**config.mk**
```make
export PLATFORM = sky130hd
export DESIGN_NAME = fwd_scoreboard
export DESIGN_NICKNAME = d
export VERILOG_FILES = /design/src/rtl/fwd_scoreboard.sv
export SDC_FILE = /design/constraint.sdc
export NUM_CORES = 1
export LEC_CHECK = 0
export ABC_AREA = 1
export CAP_MARGIN = 25
export CORE_MARGIN = 5
export CORE_UTILIZATION = 53
export DETAILED_ROUTE_END_ITERATION = 6
export PLACE_DENSITY = 0.85
export SYNTH_ARGS = -nofsm -noshare
export SYNTH_HDL_FRONTEND = slang
export SYNTH_SLANG_ARGS = --single-unit
export TNS_END_PERCENT = 5
```
**constraint.sdc**
```tcl
create_clock -name clk -period 1.4 [get_ports clk]
set_input_delay 0.14 -clock clk [delete_from_list [all_inputs] [get_ports clk]]
set_output_delay 0.14 -clock clk [all_outputs]
set_load 0.02 [all_outputs]
```
**src/rtl/fwd_scoreboard.sv**
```systemverilog
// Forwarding / load-use hazard scoreboard for the 5-stage pipeline.
// Tracks in-flight register writes in a DEPTH-entry shift register (entry 0 = EX),
// raises a combinational load-use stall for the instruction in ID and registers
// per-operand forwarding selects that the instruction consumes once it reaches EX.
// Optional feature macro: STALL_CNT_EN adds a saturating 32-bit stall counter port.

// Per-operand lookup: youngest matching producer decides select and readiness.
module fwd_operand #(
    parameter int REG_AW     = 5,
    parameter int DEPTH      = 3,
    parameter int LOAD_READY = 2,
    parameter int SEL_W      = 2
) (
    input  logic [REG_AW-1:0]             rs,
    input  logic [DEPTH-1:0]              vld,
    input  logic [DEPTH-1:0][REG_AW-1:0]  rd,
    input  logic [DEPTH-1:0]              ld,
    output logic [SEL_W-1:0]              sel,
    output logic                          need_stall
);
    // Scan oldest to youngest so the youngest match overwrites older duplicates.
    always_comb begin
        sel        = '0;
        need_stall = 1'b0;
        for (int k = DEPTH-1; k >= 0; k--) begin
            if (vld[k] && (rd[k] == rs) && (rs != '0)) begin
                sel        = SEL_W'(k+1);
                need_stall = ld[k] && ((k+1) < LOAD_READY);
            end
        end
    end
endmodule

module fwd_scoreboard #(
    parameter int REG_AW     = 5,
    parameter int NUM_SRC    = 2,
    parameter int DEPTH      = 3,
    parameter int LOAD_READY = 2,
    localparam int SEL_W     = $clog2(DEPTH+1)
) (
    input  logic                      clk,
    input  logic                      rst_n,
    input  logic                      id_valid,
    input  logic [NUM_SRC*REG_AW-1:0] id_rs,
    input  logic [REG_AW-1:0]         id_rd,
    input  logic                      id_regwrite,
    input  logic                      id_is_load,
    input  logic                      hold,
    input  logic                      flush,
    output logic                      stall,
    output logic [NUM_SRC*SEL_W-1:0]  ex_fwd_sel
`ifdef STALL_CNT_EN
    ,
    output logic [31:0]               stall_cnt
`endif
);
    logic [DEPTH-1:0]                 vld_pipe;
    logic [DEPTH-1:0][REG_AW-1:0]     rd_pipe;
    logic [DEPTH-1:0]                 ld_pipe;
    logic [NUM_SRC-1:0][SEL_W-1:0]    sel;
    logic [NUM_SRC-1:0][SEL_W-1:0]    ex_sel_q;
    logic [NUM_SRC-1:0]               need;
    logic                             issue;

    genvar g;
    generate
        for (g = 0; g < NUM_SRC; g++) begin : g_op
            fwd_operand #(
                .REG_AW     (REG_AW),
                .DEPTH      (DEPTH),
                .LOAD_READY (LOAD_READY),
                .SEL_W      (SEL_W)
            ) u_op (
                .rs         (id_rs[g*REG_AW +: REG_AW]),
                .vld        (vld_pipe),
                .rd         (rd_pipe),
                .ld         (ld_pipe),
                .sel        (sel[g]),
                .need_stall (need[g])
            );
        end
    endgenerate

    // Flush dominates stall: a squashed instruction cannot wait on anything.
    assign stall      = id_valid && !flush && (|need);
    assign issue      = id_valid && !flush && !stall;
    assign ex_fwd_sel = ex_sel_q;

    // Producer shift register and EX select register; both freeze under hold.
    always_ff @(posedge clk or negedge rst_n) begin
        if (!rst_n) begin
            vld_pipe <= '0;
            rd_pipe  <= '0;
            ld_pipe  <= '0;
            ex_sel_q <= '0;
        end else if (!hold) begin
            for (int k = DEPTH-1; k >= 1; k--) begin
                vld_pipe[k] <= vld_pipe[k-1];
                rd_pipe[k]  <= rd_pipe[k-1];
                ld_pipe[k]  <= ld_pipe[k-1];
            end
            vld_pipe[0] <= issue && id_regwrite && (id_rd != '0);
            rd_pipe[0]  <= id_rd;
            ld_pipe[0]  <= id_is_load;
            ex_sel_q    <= issue ? sel : '0;
        end
    end

`ifdef STALL_CNT_EN
    // Saturating count of cycles spent in a non-held load-use stall.
    always_ff @(posedge clk or negedge rst_n) begin
        if (!rst_n)
            stall_cnt <= '0;
        else if (stall && !hold && (stall_cnt != 32'hFFFF_FFFF))
            stall_cnt <= stall_cnt + 32'd1;
    end
`endif
endmodule

```
==> Word-level counts from Yosys, hierarchy flattened <==
Cells that the tools add are included.
{ "totals": {"regBits": 23, "input_bits": 22} }
{ "op_classes": {"reduce_logical": 23, "eq_ne": 6, "n_mux": 9} }
{ "op_table": {"columns": ["operator", "count"], "rows": [
  ["equality test 5 bit", 6],
  ["logical AND 1 bit", 17],
  ["nonzero test 5 bit", 3],
  ["2-to-1 mux 2 bit", 6],
  ["2-to-1 mux 4 bit", 1],
  ["logical NOT 1 bit", 2],
  ["2-to-1 mux 1 bit", 2],
  ["OR reduction 2 bit", 1]
]} }

==> Logic depth before layout (Yosys ltp) <==
{ "depth": {"word_depth": 10, "depth_mapped": 11, "depth_no_buf": 11} }

==> Modules after synthesis <==
A second synthesis with hierarchy kept.
{ "hier_totals": {"cells_unflattened": 271, "area_unflattened_um2": 1706.6} }
{ "by_module_without_submodules": {"columns": ["module", "cells_each", "seq_area_each_um2", "area_each_um2", "instances"], "rows": [
  ["fwd_scoreboard", 111, 625.6, 1041.0, 1],
  ["fwd_operand", 80, 0.0, 332.8, 2]
]} }

==> Worst setup path after synthesis <==
Ideal clock, no wire load.
{ "synth_path": {"path_kind": "reg2out", "startpoint": "reg rd_pipe[4] (netlist bit)", "endpoint": "out stall", "required_ns": 1.260, "setup_slack_ns": 0.039, "t_arrival_ns": 1.221, "stages_incl_launch_ff": 8, "path_cell_list": "dfrtp_1 inv_1 nand2_1 nand2_1 nand2_1 nor2_2 nand3_2 a21boi_1"} }
{ "synth_between": {"elab_chain_len": 6} }
{ "synth_lines": {"columns": ["element", "line_no", "rtl"], "rows": [
  ["start: declaration", "58", "logic [DEPTH-1:0][REG_AW-1:0] rd_pipe;"],
  ["start signal: indexed assignment", "99", "rd_pipe[k] <= rd_pipe[k-1];"],
  ["equality test 5 bit", "26", "if (vld[k] && (rd[k] == rs) && (rs != '0)) begin"],
  ["logical AND 1 bit (2 in series)", "26", null],
  ["2-to-1 mux 1 bit", "26", null],
  ["OR reduction 2 bit (*)", "85", "assign stall = id_valid && !flush && (|need);"],
  ["logical AND 1 bit (*)", "85", null],
  ["end: declaration", "50", "output logic stall,"]
]} }
Every way passes the cells marked *; elsewhere a longest branch is shown, timed or not.

==> Worst setup path in the final report <==
{ "layout_path": {"startpoint": "reg rd_pipe[2] (netlist bit)", "endpoint": "out stall"} }
Same word-level chain as after synthesis.

==> out/qor.yml <==
status:
  status: "finished, violations left"
  failed_checks: "negative setup slack"
cts:
  cts-root-buf: "clkbuf_4"
  cts_hold_buffers: 0
  clk_latency_ps: 320
  tritoncts: "yes"
  h-tree-depth: 1
  clockBufferDepth: 2
  cts.sinks: 23
  clk_pin_slew_ps: 140
  cts_buffers: 3
detailed_routing:
  drt_iter0_drc: 66
  drc: 0
  drt_wl_total_um: 4020
  drt-pass1-iter-count: 5
  routedWlPerCell_um: 11.8
  postRouteAntennaNets: 0
  dr_wl_met2_um: 1810
  wl_met1_um: 1850
  vias: 1715
  top_layer: "met4"
  route.met3.wl_um: 242
  viasPerCell: 5.04
setup_path:
  start_kind: "flop"
  r2r_slack_ps: -160
  rr_worst_depth: 10
  cp-startpoint: "rd_pipe[2]"
  end_kind: "output port"
  crit_fanout: 4
  cp.required_ps: 1260
  path_class: "reg2out"
  reg2reg_from: "rd_pipe[4]"
  worstPathArrival_ps: 1640
  r2r-end: "ex_fwd_sel[2]"
  crit_end: "stall"
global_routing:
  antenna_found_initial: 0
  grt_pass1_wl_um: 6470
  first_global_vias: 1556
  track_usage_pct: 19.7
  grt_max_degree: 26
  grt.overflow.total: 0
yosys:
  synth_area_mm2: 0.00158
  yosys.area.top_type: "dfrtp_1"
  synth_edf_count: 0
  syn_inst: 255
  ys_async_sr_fraction_pct: 100
  synth_warnings: 0
  synth_cell_type_count: 23
  seq_area_frac_synth_pct: 36.4
  synth.top_cells.by_count: "123 x nand2_1, 28 x inv_1, 23 x dfrtp_1"
  synthesis.nets: 277
  synth.most_common_cell: "nand2_1"
  synth.avg_cell_area_um2: 6.21
  ys_seq_elements: 23
  yosysTopAreaCellShare_pct: 36.4
  synth_ff_type: "dfrtp_1"
  yosys-top-cells-area: "dfrtp_1 36%, nand2_1 29%, inv_1 6.6%"
hold_path:
  hold_class: "in2async"
placed_design:
  io_buffer_count: 26
  dpl.cell_count: 330
  dp_hpwl_um: 3060
  place_area_mm2: 0.00203
  gp_congestion: 0.970
die:
  coreArea_mm2: 0.00281
  dieArea_mm2: 0.00418
  num_io_pins: 27
  initial_core_util_pct: 56.4
  die_h_um: 64.6
  die_x_um: 64.6
  rows: 19
timing:
  tightestPinTransition_ps: 395
  finalMaxSlewViolations: 0
  finalCriticalPeriod_ps: 1780
  rsz0062_at_grt: "true"
  fin_ws_ps: -379
  relSlewSlack_pct: 73.3
  setup_viol: 6
  max_freq_ghz: 0.562
  hold_viol: 0
  finClkSkew_ps: 3.03
  hold_slack_ps: 156
  finalCritPeriodShare_pct: 127
cells_and_area:
  syn_to_final_growth_pct: 33.7
  num-nets-final: 332
  layout-drive-gt1-share_pct: 22.0
  fillers: 224
  diodes: 0
  instances_no_fill: 340
  final_area_mm2: 0.00212
power_and_ir_drop:
  powerDensity_mw_per_mm2: 737
  irDropWorstVdd_mv: 0.624
  p_leak_nw: 1.15
flow_run:
  max-cap-violations: 0
state kept, by name, summed over array words and instances, names as in the netlist:
| signal | count |
|---|---|
| ld_pipe | 1 |
| vld_pipe | 3 |
| ex_fwd_sel | 4 |
| rd_pipe | 15 |
what timing repair did:
action	in CTS	in global routing
setup endpoints to repair	5	6
pin swaps	6	6
resized for setup	15	8
setup buffers	5	1
layer usage:
metal | vias up | track usage, %
met1 | 752 | 25.4
met4 | 0 | 7.65
met3 | 19 | 3.80
met5 | - | 0
li1 | 883 | -
met2 | 61 | 32.7
report_power, final:
group	internal, mW	total, mW	switching (mW)	leakage [nW]
clock network	0.107	0.323	0.216	0.0177
registers	0.720	0.782	0.0614	0.295
logic	0.203	0.453	0.250	0.832
worst min path at each step:
stage / endpoint / slack, ps / depth (start not counted)
5_1_grt: rd_pipe[11] / 170 / 2
4_1_cts: rd_pipe[6] / 160 / 2
6_report: rd_pipe[11] / 160 / 2
2_1_floorplan: ex_fwd_sel[0] / -160 / 0
3_3_place_gp: vld_pipe[1] / 460 / 2
3_5_place_dp: vld_pipe[0] / 470 / 2
layout by cell type (no fill, tap or decap), drive strengths merged:
master,instances
inv,37
a21oi,6
clkbuf,3
dlygate4sd2,6
xnor2,1
nor2,24
nand2,123
clkdlybuf4s50,19
buf,29
nand3,10
o311ai,1
a21boi,1
dfrtp,23
o21bai,2
clkinv,2
o21ai,22
worst max-delay path: stages, from the launching register on:
cell	delay, ps
dfrtp_1	470
xnor2_1	190
nand2_1	90
nor2_2	130
nand3_2	130
a21boi_2	170
buf_6	130
cell families (layout without fill, tap and decap cells):
| kind of cell | Yosys count | in the layout | share of synthesized area, % |
|---|---|---|---|
| and+or+nand+nor | 157 | 157 | 40.7 |
| buffers and inverters | 42 | 96 | 10.1 |
| AOI/OAI and AO/OA | 32 | 32 | 12.3 |
| DFF | 23 | 23 | 36.4 |
| xor gates and xnor gates | 1 | 1 | 0.553 |
cell type report:
cell class                      instances  area (um^2)  area share, %
Multi-Input combinational cell        190          867           41.0
Sequential cell                        23          576           27.2
Timing Repair Buffer                   54          464           21.9
Inverter                               38          143           6.74
Tap cell                               31         38.8           1.83
Clock buffer                            3         22.5           1.06
Clock inverter                          1         5.00          0.237
per-stage QoR:
stage          setup TNS (ps)  power, mW  utilization [%]  setup slack, ps
6_report                -1090       1.56             75.4             -379
5_1_grt                 -1420       1.66             75.4             -452
4_1_cts                  -313       1.55             74.5             -313
3_5_place_dp            -1870       1.22             72.3             -731
3_3_place_gp            -1840       1.22             72.3             -715
2_1_floorplan               0       1.02                -             39.4
No activity file was read; power rests on OpenSTA's default activity.
